[config.mk]
export PLATFORM = sky130hd
export DESIGN_NAME = left_shift_sequential_flat
export DESIGN_NICKNAME = d
export VERILOG_FILES = /design/src/rtl/left_shift_sequential_if.sv /design/src/rtl/left_shift_sequential.sv /design/src/flat_wrapper.sv
export SDC_FILE = /design/constraint.sdc
export NUM_CORES = 1
export LEC_CHECK = 0
export BUFFER_PORTS_ARGS = -buffer_cell sky130_fd_sc_hd__clkbuf_2
export CORE_ASPECT_RATIO = 1.1
export CORE_MARGIN = 4
export CORE_UTILIZATION = 43
export DETAILED_ROUTE_END_ITERATION = 16
export PLACE_DENSITY = 0.83
export SYNTH_ARGS = -nofsm -noshare
export SYNTH_HDL_FRONTEND = slang
export SYNTH_SLANG_ARGS = --single-unit
[constraint.sdc]
create_clock -name clk -period 1.3 [get_ports clk]
set_input_delay 0.13 -clock clk [delete_from_list [all_inputs] [get_ports clk]]
set_output_delay 0.13 -clock clk [all_outputs]
set_load 0.03 [all_outputs]
[src/rtl/left_shift_sequential_if.sv]
// Handshake and data bundle for the multi-cycle left shifter.
// The master issues start/in/shift and observes the result; the slave is the shifter itself.
`timescale 1ns/1ps
interface left_shift_sequential_if #(
  parameter int WIDTH = 16,
  parameter int SHW   = 4
);
  // start is a request sampled on rising clk; it is taken only when the shifter
  // is idle or in its done cycle, and done is the one-cycle "result valid" reply.
  logic             start;
  logic [WIDTH-1:0] in;
  logic [SHW-1:0]   shift;
  logic [WIDTH-1:0] out;
  logic             cout;
  logic             busy;
  logic             done;

  modport master (
    output start, in, shift,
    input  out, cout, busy, done
  );

  modport slave (
    input  start, in, shift,
    output out, cout, busy, done
  );
endinterface

[src/rtl/left_shift_sequential.sv]
// Multi-cycle logical left shifter: one bit position per clock, zero fill,
// last bit out of the MSB reported on cout, start/done handshake.
`timescale 1ns/1ps
module left_shift_sequential #(
  parameter int WIDTH = 16,
  parameter int SHW   = 4
) (
  input  logic                clk,
  input  logic                rst_n,
  left_shift_sequential_if.slave bus,
  output logic [1:0]          dbg_state
);

  typedef enum logic [1:0] {
    IDLE  = 2'd0,
    SHIFT = 2'd1,
    DONE  = 2'd2
  } state_t;

  state_t         state;
  logic [SHW-1:0] cnt;

  assign dbg_state = state;

  // busy/done are registered alongside state so they never see start combinationally.
  always_ff @(posedge clk or negedge rst_n) begin
    if (!rst_n) begin
      state    <= IDLE;
      cnt      <= '0;
      bus.out  <= '0;
      bus.cout <= 1'b0;
      bus.busy <= 1'b0;
      bus.done <= 1'b0;
    end else begin
      case (state)
        IDLE, DONE: begin
          if (bus.start) begin
            bus.out  <= bus.in;
            cnt      <= bus.shift;
            bus.cout <= 1'b0;
            if (bus.shift == '0) begin
              state    <= DONE;
              bus.busy <= 1'b0;
              bus.done <= 1'b1;
            end else begin
              state    <= SHIFT;
              bus.busy <= 1'b1;
              bus.done <= 1'b0;
            end
          end else begin
            state    <= IDLE;
            bus.busy <= 1'b0;
            bus.done <= 1'b0;
          end
        end
        SHIFT: begin
          bus.cout <= bus.out[WIDTH-1];
          bus.out  <= {bus.out[WIDTH-2:0], 1'b0};
          cnt      <= cnt - SHW'(1);
          if (cnt == SHW'(1)) begin
            state    <= DONE;
            bus.busy <= 1'b0;
            bus.done <= 1'b1;
          end
        end
        default: begin
          state    <= IDLE;
          bus.busy <= 1'b0;
          bus.done <= 1'b0;
        end
      endcase
    end
  end

endmodule

[src/flat_wrapper.sv]
// flat-port wrapper written by rule: the top's interface ports become plain ports
module left_shift_sequential_flat 
#(
  parameter int WIDTH = 16,
  parameter int SHW   = 4
)
  (clk, rst_n, dbg_state, bus_start, bus_in, bus_shift, bus_out, bus_cout, bus_busy, bus_done);
  left_shift_sequential_if #(.WIDTH(WIDTH), .SHW(SHW)) bus_i ();
  input  logic clk;
  input  logic rst_n;
  output logic [1:0] dbg_state;
  input wire logic [$bits(bus_i.start)-1:0] bus_start;
  input wire logic [$bits(bus_i.in)-1:0] bus_in;
  input wire logic [$bits(bus_i.shift)-1:0] bus_shift;
  output wire logic [$bits(bus_i.out)-1:0] bus_out;
  output wire logic [$bits(bus_i.cout)-1:0] bus_cout;
  output wire logic [$bits(bus_i.busy)-1:0] bus_busy;
  output wire logic [$bits(bus_i.done)-1:0] bus_done;
  assign bus_i.start = bus_start;
  assign bus_i.in = bus_in;
  assign bus_i.shift = bus_shift;
  assign bus_out = bus_i.out;
  assign bus_cout = bus_i.cout;
  assign bus_busy = bus_i.busy;
  assign bus_done = bus_i.done;
  left_shift_sequential #(.WIDTH(WIDTH), .SHW(SHW)) u_core (.clk(clk), .rst_n(rst_n), .bus(bus_i), .dbg_state(dbg_state));
endmodule
# --- After elaboration in Yosys (flattened, before gate mapping) ---
# Index checks and enable logic that the tools add are counted.
word_totals:
  regBits: 25
  inputBits: 23
  output_inout_bits: 21
  word_cells: 35
classes:
  n_addsub: 1
  eq_ne: 5
  mux: 18
  n_reduce_logical: 5
ops:
  columns: ["operator", "count"]
  rows:
  - ["$pmux W16 S2", 1]
  - ["$mux W16", 1]
  - ["$pmux W4 S2", 1]
  - ["$mux W1", 7]
  - ["$mux W2", 3]
  - ["$pmux W1 S2", 3]
  - ["$eq A4 B1 Y1 const B", 1]
  - ["$logic_not A4 Y1", 1]
  - ["$mux W4", 1]
  - ["$pmux W2 S2", 1]
  - ["$sub A4 B1 Y4 const B", 1]
  - ["$eq A2 B1 Y1 const B", 1]
  - ["$eq A2 B2 Y1 const B", 1]
  - ["$logic_not A2 Y1", 1]
  - ["$ne A2 B1 Y1 const B", 1]
  - ["$ne A2 B2 Y1 const B", 1]
  - ["$reduce_and A2 Y1", 1]
  - ["$reduce_bool A2 Y1", 1]
  - ["$reduce_or A2 Y1", 1]

# --- Logic depth before layout (Yosys ltp) ---
# Gate-level depths: netlist of run 1.
logic_depth:
  depth_word: 4
  depth_mapped: 5
  mapped_depth_nobuf: 5

# --- Worst setup path before layout of run 1 ---
# Ideal clock, no wire load.
synth_timing:
  path_kind: "reg2reg"
  start: "register u_core.cnt[1]"
  end: "register u_core.bus.busy"
  setup_time_ns: 0.118
  t_arrival_ns: 1.164
  required_ns: 1.182
  path_slack_ns: 0.018
  path_stages_with_launch: 6
  path_buffers: 0
  period_less_slack_ns: 1.282
  cell_sequence: "dfrtp_1 inv_1 ha_1 or3b_2 nand3_1 nand2_1"
synth_between:
  elab_chain_len: 2
synth_lines:
  columns: ["element", "line_no", "source"]
  rows:
  - ["start: declaration", "left_shift_sequential.sv:21", "logic [SHW-1:0] cnt;"]
  - ["start signal: assignment", "left_shift_sequential.sv:39", "cnt <= bus.shift;"]
  - ["start signal: assignment", "left_shift_sequential.sv:59", "cnt <= cnt - SHW'(1);"]
  - ["$eq A4 B1 Y1", "left_shift_sequential.sv:60", "if (cnt == SHW'(1)) begin"]
  - ["$ne A2 B1 Y1 (no line)", null, null]
  - ["end signal: assignment", "left_shift_sequential.sv:52", "bus.busy <= 1'b0;"]
  - ["end signal: assignment", "left_shift_sequential.sv:62", "bus.busy <= 1'b0;"]
  - ["end signal: assignment", "left_shift_sequential.sv:68", "bus.busy <= 1'b0;"]
  - ["end: declaration", "left_shift_sequential_if.sv:25", "output out, cout, busy, done"]
# No other way between the ends.
# A chain may end at the register's enable or synchronous reset.

==> impl_metrics.csv, run 1 <==
group,metric,value,unit
placement,post-place-ws,-31.20,ps
setup_path,cp-end-kind,"register",
final_layout,nets,198,
grt,antenna_found_initial,0,
logic_synthesis,synth_ff_type,"dfrtp_1",
setup_path,cp_slowest_cell,"dfrtp_1",
sta,rsz0062_at_grt,"true",
grt,grt_pass1_vias,1007,
clock_network,clk_path_buf_depth,2,
die,die_h,62.03,um
hold_path,hp-class,"in -> reg",
power,p_leak,0.7315,nW
final_layout,areaGrowthSynthToFinish,27.41,%
logic_synthesis,synth_top_area_share,52.63,%
power,peakVddDrop,1606,uV
die,ios,44,
sta,finalHoldViolations,0,
clock_network,numCtsBuffers,3,
setup_path,arrival,1440,ps
final_layout,layout-drive-gt1-share,37.43,%
sta,whs,41.05,ps
die,rows,19,
clock_network,cts.sinks,24,
placement,io_buffers,43,
logic_synthesis,synth_fp_nets,150,
logic_synthesis,synth_most_common_cell,"nand2_1",
clock_network,clk_latency,310,ps
die,dieArea,3543,um^2
clock_network,cts_setup_buffers,0,
logic_synthesis,syn-mean-instance-area,9.129,um^2
logic_synthesis,synth_seq_cells,24,
grt,grt_use_total,16.61,%
setup_path,cp_cell_sequence,"nand2b_2 -> o32ai_1 -> nor3_2",
setup_path,path_class,"reg -> reg",
sta,slew-limit-headroom,61.14,%
setup_path,required,1490,ps
job,max_cap_violations,0,
placement,dpl_cell_area,1408,um^2
grt,grt_pass1_wl,4505,um
setup_path,startpoint_type,"register",
placement,dpl.hpwl,2122,um
logic_synthesis,yosysUniqueCellTypes,23,
drt,totalWireLength,2788,um
power,power_density,2782,nW/um^2
drt,vias,1058,
logic_synthesis,synth-edff-count,0,
die,start_util,45.28,%
logic_synthesis,synth_top_cell_by_area,"dfrtp_1",
hold_path,hp-start,"bus_in[2]",
grt,grt_overflow,0,
sta,drv_slew,0,
logic_synthesis,synthTopCellsByCount,"nand2_1, dfrtp_1, nor2_1, a31oi_1, buf_2",
drt,drt_first_pass_iters,4,
power,power,4.045,mW
sta,finalCritPeriodShare,96.53,%
drt,vias_per_cell,5.238,
grt,grt_max_degree,25,
drt,wl_per_cell,13.80,um
clock_network,clkTransAtPathRegs,130,ps
clock_network,htreeDepth,1,
drt,postRouteAntennaNets,0,
logic_synthesis,netlist_top_cells_area,"dfrtp_1, nand2_1, a31oi_1",
status,run_status,"complete, no violations",
setup_path,timing.rr.start,"u_core.bus.done",
sta,tightest_slew,582.9,ps
drt,drc,0,
sta,postLayoutSetupSlackWorst,45.11,ps
final_layout,antennaDiodeCount,0,
clock_network,clock-root-buffer,"clkbuf_4",
sta,fmax,796.9,MHz
sta,fin_setup_tns,0,ps
setup_path,critical_path.startpoint,"u_core.bus.done",
sta,period_minus_slack,1255,ps
setup_path,critPathMaxFanout,8,
logic_synthesis,yosysSeqAreaShare,52.63,%
clock_network,cts_tree,"done",
logic_synthesis,syn-cell-area,1141,um^2
sta,skew,15.23,ps
final_layout,fin_area,1454,um^2
placement,finalWeightedCongestion,0.7884,
setup_path,max_stage_delay,440,ps
die,die_x,57.12,um
sta,setup_viol,0,
logic_synthesis,async_flop_share,100.0,%
die,fp.coreArea,2520,um^2
logic_synthesis,ys_warn_count,0,
final_layout,fillers,232,
drt,drtIter0Drc,40,
logic_synthesis,syn_inst,125,
## routing by layer
| metal | up-vias | track usage [%] | share of wire (%) |
|---|---|---|---|
| met5 | - | 0 | 0 |
| met4 | 0 | 7.616 | 1.4 |
| met3 | 4 | 3.512 | 7.2 |
| met2 | 40 | 29.04 | 50 |
| met1 | 493 | 20.00 | 42 |
| li1 | 521 | - | - |
## cells by family (layout without fill, tap and decap cells)
logic type	Yosys count	after routing	synth area share (%)
adders and majority gates	2	2	2.193
AOI/OAI and AO/OA	23	23	14.80
DFF	24	24	52.63
buffers and inverters	12	58	6.250
and+or+nand+nor	64	64	24.12
## layout by cell type (no fill, tap or decap), drive strengths merged
master,count
clkbuf,46
nand2,35
dfrtp,24
nor2,18
a31oi,15
buf,8
inv,3
nor3,3
nand2b,2
a22o,2
a221o,2
ha,2
nor2b,1
and2b,1
or4,1
or3b,1
nand3,1
o211ai,1
o311ai,1
and3,1
o32ai,1
o22ai,1
dlygate4sd3,1
## what timing repair did
item,4_1_cts,5_1_grt
endpoints found under the setup margin,2,19
gates cloned,0,0
hold buffers,1,0
resized for setup,1,5
hold endpoints to repair,24,0
## registers in the layout, summed over array words and instances (netlist names)
signal and cells:
u_core.dbg_state 1, u_core.bus.busy 1, u_core.bus.cout 1, u_core.bus.done 1, u_core.cnt 4, u_core.bus.out 16
## power breakdown
group	total (mW)	internal, mW	switching (mW)	leakage [nW]
clock network	0.313	0.108	0.205	0.0138
registers	1.41	1.12	0.290	0.274
logic	2.33	0.848	1.48	0.444
## final timing paths
| kind | endpoint | slack, ps | cells after the start |
|---|---|---|---|
| max reg2reg | u_core.cnt[3] | 50 | 3 |
| min in group asynchronous | u_core.bus.out[2] | 330 | 2 |
| min reg2reg | u_core.bus.busy | 530 | 2 |
| max | u_core.cnt[3] | 50 | 3 |
| min | u_core.bus.out[2] | 40 | 3 |
| max in group asynchronous | u_core.dbg_state[0] | 560 | 2 |
## metrics by stage
step           util, %  cells
4_1_cts          57.25    202
5_1_grt          57.70    202
2_1_floorplan        -    125
6_report         57.70    202
3_5_place_dp     55.86    198
3_3_place_gp     55.86    198
## layout make-up
cell class | instances | area (um^2) | area share (%)
Timing Repair Buffer | 52 | 297.8 | 20.48
Multi-Input combinational cell | 89 | 481.7 | 33.13
Tap cell | 31 | 38.79 | 2.668
Sequential cell | 24 | 601.8 | 41.39
Inverter | 3 | 11.26 | 0.7745
Clock buffer | 3 | 22.52 | 1.549
## critical path: cells and delay by family, from the launching register on
kind	cells	cell delay, ps
AOI/OAI and AO/OA	1	360
DFF	1	440
and+or+nand+nor	2	330
Power figures use the tool's default switching activity.
==> run 2: changes to the inputs <==
--- a/config.mk
+++ b/config.mk
@@ -5,7 +5,7 @@
 export SDC_FILE = /design/constraint.sdc
 export NUM_CORES = 1
 export LEC_CHECK = 0
-export BUFFER_PORTS_ARGS = -buffer_cell sky130_fd_sc_hd__clkbuf_2
+export BUFFER_PORTS_ARGS = -buffer_cell sky130_fd_sc_hd__buf_2
 export CORE_ASPECT_RATIO = 1.1
 export CORE_MARGIN = 4
 export CORE_UTILIZATION = 43
==> impl_metrics.csv, run 2 (synthesis results as in run 1) <==
group,metric,value,unit
status,run_status,"complete, no violations",
power,p_clk_share,9.4,%
setup_path,cp-end-kind,"register",
clock_network,cts_tree,"done",
clock_network,cts_setup_buffers,0,
hold_path,hp-start,"bus_in[0]",
sta,rsz0062_at_grt,"false",
setup_path,ff2ff_path_depth,4,
hold_path,hp-class,"in -> reg",
drt,postRouteAntennaNets,0,
sta,drv_slew,0,
die,dieArea,3543,um^2
drt,drc,0,
sta,fin_setup_tns,0,ps
die,start_util,45.28,%
placement,finalWeightedCongestion,0.7751,
setup_path,critPathMaxFanout,5,
setup_path,cp_slowest_cell,"dfrtp_2",
sta,period_minus_slack,1256,ps
clock_network,clk_latency,310,ps
final_layout,areaGrowthSynthToFinish,30.15,%
hold_path,holdPathEnd,"u_core.bus.out[0]",
drt,totalWireLength,2931,um
power,pwr-share-seq,33.5,%
setup_path,timing.rr.start,"u_core.dbg_state[0]",
setup_path,reg2reg_slack,40,ps
setup_path,cp_cell_sequence,"and2b_2 -> buf_4 -> nor3_1 -> nor3_2",
placement,dpl.hpwl,2097,um
power,internal-power,2.175,mW
final_layout,top_regs,"u_core.bus.out: 16 flops, u_core.cnt: 4 flops",
drt,drt_first_pass_iters,4,
sta,finalCritPeriodShare,96.59,%
sta,finalHoldViolations,0,
final_layout,regMostFlops,"u_core.bus.out",
hold_path,holdPathStages,2,
sta,skew,18.09,ps
sta,tightest_slew,545.6,ps
sta,fmax,796.4,MHz
drt,vias,1075,
setup_path,path_class,"reg -> reg",
clock_network,numCtsBuffers,3,
die,rows,19,
clock_network,cts.sinks,24,
clock_network,clkTransAtPathRegs,140,ps
sta,slew-limit-headroom,63.62,%
grt,grt_use_total,16.47,%
setup_path,startpoint_type,"register",
power,peakVddDrop,1788,uV
grt,grt_pass1_wl,4547,um
clock_network,htreeDepth,1,
drt,wl_per_cell,14.44,um
placement,dpl_cell_area,1408,um^2
grt,grt_pass1_vias,1016,
final_layout,antennaDiodeCount,0,
final_layout,layout_common_cells,"buf_2, nand2_1, dfrtp_1",
grt,grt_overflow,0,
drt,vias_per_cell,5.296,
final_layout,final_cells,203,
final_layout,largest_reg_flops,16,
final_layout,fin_area,1485,um^2
setup_path,max_stage_delay,480,ps
grt,antenna_found_initial,0,
sta,setup_viol,0,
grt,grt_max_degree,25,
die,ios,44,
power,combPwrFrac,57.2,%
power,swShare,48.35,%
die,die_h,62.03,um
setup_path,required,1490,ps
power,power_switching,2.036,mW
setup_path,reg2reg_to,"u_core.cnt[3]",
placement,io_buffers,43,
job,max_cap_violations,0,
placement,dpl.cell_count,198,
power,power_density,2835,nW/um^2
die,fp.coreArea,2520,um^2
final_layout,layout_commonest_cell,"buf_2",
power,p_leak,0.7344,nW
drt,drtIter0Drc,55,
final_layout,nets,198,
clock_network,clock-root-buffer,"clkbuf_4",
die,die_x,57.12,um
setup_path,arrival,1450,ps
clock_network,clk_path_buf_depth,2,
final_layout,layout-drive-gt1-share,38.37,%
-- run 2: what timing repair did --
item,CTS,global route
gates resized for setup,3,6
gates cloned,0,0
hold endpoints to repair,24,0
endpoints found under the setup margin,4,12
hold buffers,1,0
pin swaps,0,1
-- run 2: metal layers --
metal  vias up  global-route usage (%)  share of wire [%]
met5         -                       0                  0
met4         0                   4.967               0.72
met3         2                   2.479                6.7
met2        37                   28.38                 50
met1       513                   21.76                 43
li1        523                       -                  -
-- run 2: power by group through the flow --
stage | Clock, mW | Combinational [mW] | Sequential, mW
floorplan | 0 | 1.07 | 1.93
global placement | 0 | 2.23 | 1.37
detailed placement | 0 | 2.32 | 1.40
CTS | 0.400 | 2.35 | 1.39
global route | 0.436 | 2.61 | 1.47
finish | 0.394 | 2.41 | 1.41
-- run 2: critical path, delay by kind of cell, from the launching register on --
| kind | cells | cell delay [ps] |
|---|---|---|
| AND/OR/NAND/NOR | 3 | 510 |
| flip-flops | 1 | 480 |
| buffers and inverters | 1 | 140 |
-- run 2: worst max path at each step --
stage	endpoint	slack, ps	from	cells past startpoint
2_1_floorplan	u_core.bus.busy	20	u_core.cnt[1]	5
3_3_place_gp	u_core.bus.busy	10	u_core.cnt[1]	5
3_5_place_dp	u_core.bus.busy	-20	u_core.cnt[1]	5
4_1_cts	u_core.bus.out[9]	8	u_core.dbg_state[0]	4
5_1_grt	u_core.dbg_state[0]	6	u_core.cnt[1]	5
6_report	u_core.cnt[3]	40	u_core.dbg_state[0]	4
-- run 2: layout make-up --
cell class                 count  area [um^2]
sequential                    24        601.8
clock buffer                   4        36.28
fill                         239         1035
multi-input combinational     89        499.2
timing repair buffer          52        297.8
inverter                       3        11.26
tap                           31        38.79
-- run 2: metrics by stage --
step	util, %	power (mW)	setup WS [ps]	hold slack, ps
floorplan	-	3.005	18.39	-165.6
global placement	55.86	3.603	13.57	122.6
detailed placement	55.86	3.711	-21.36	141.9
CTS	58.09	4.132	8.289	30.56
global route	58.94	4.516	6.226	38.28
finish	58.94	4.210	44.33	28.64
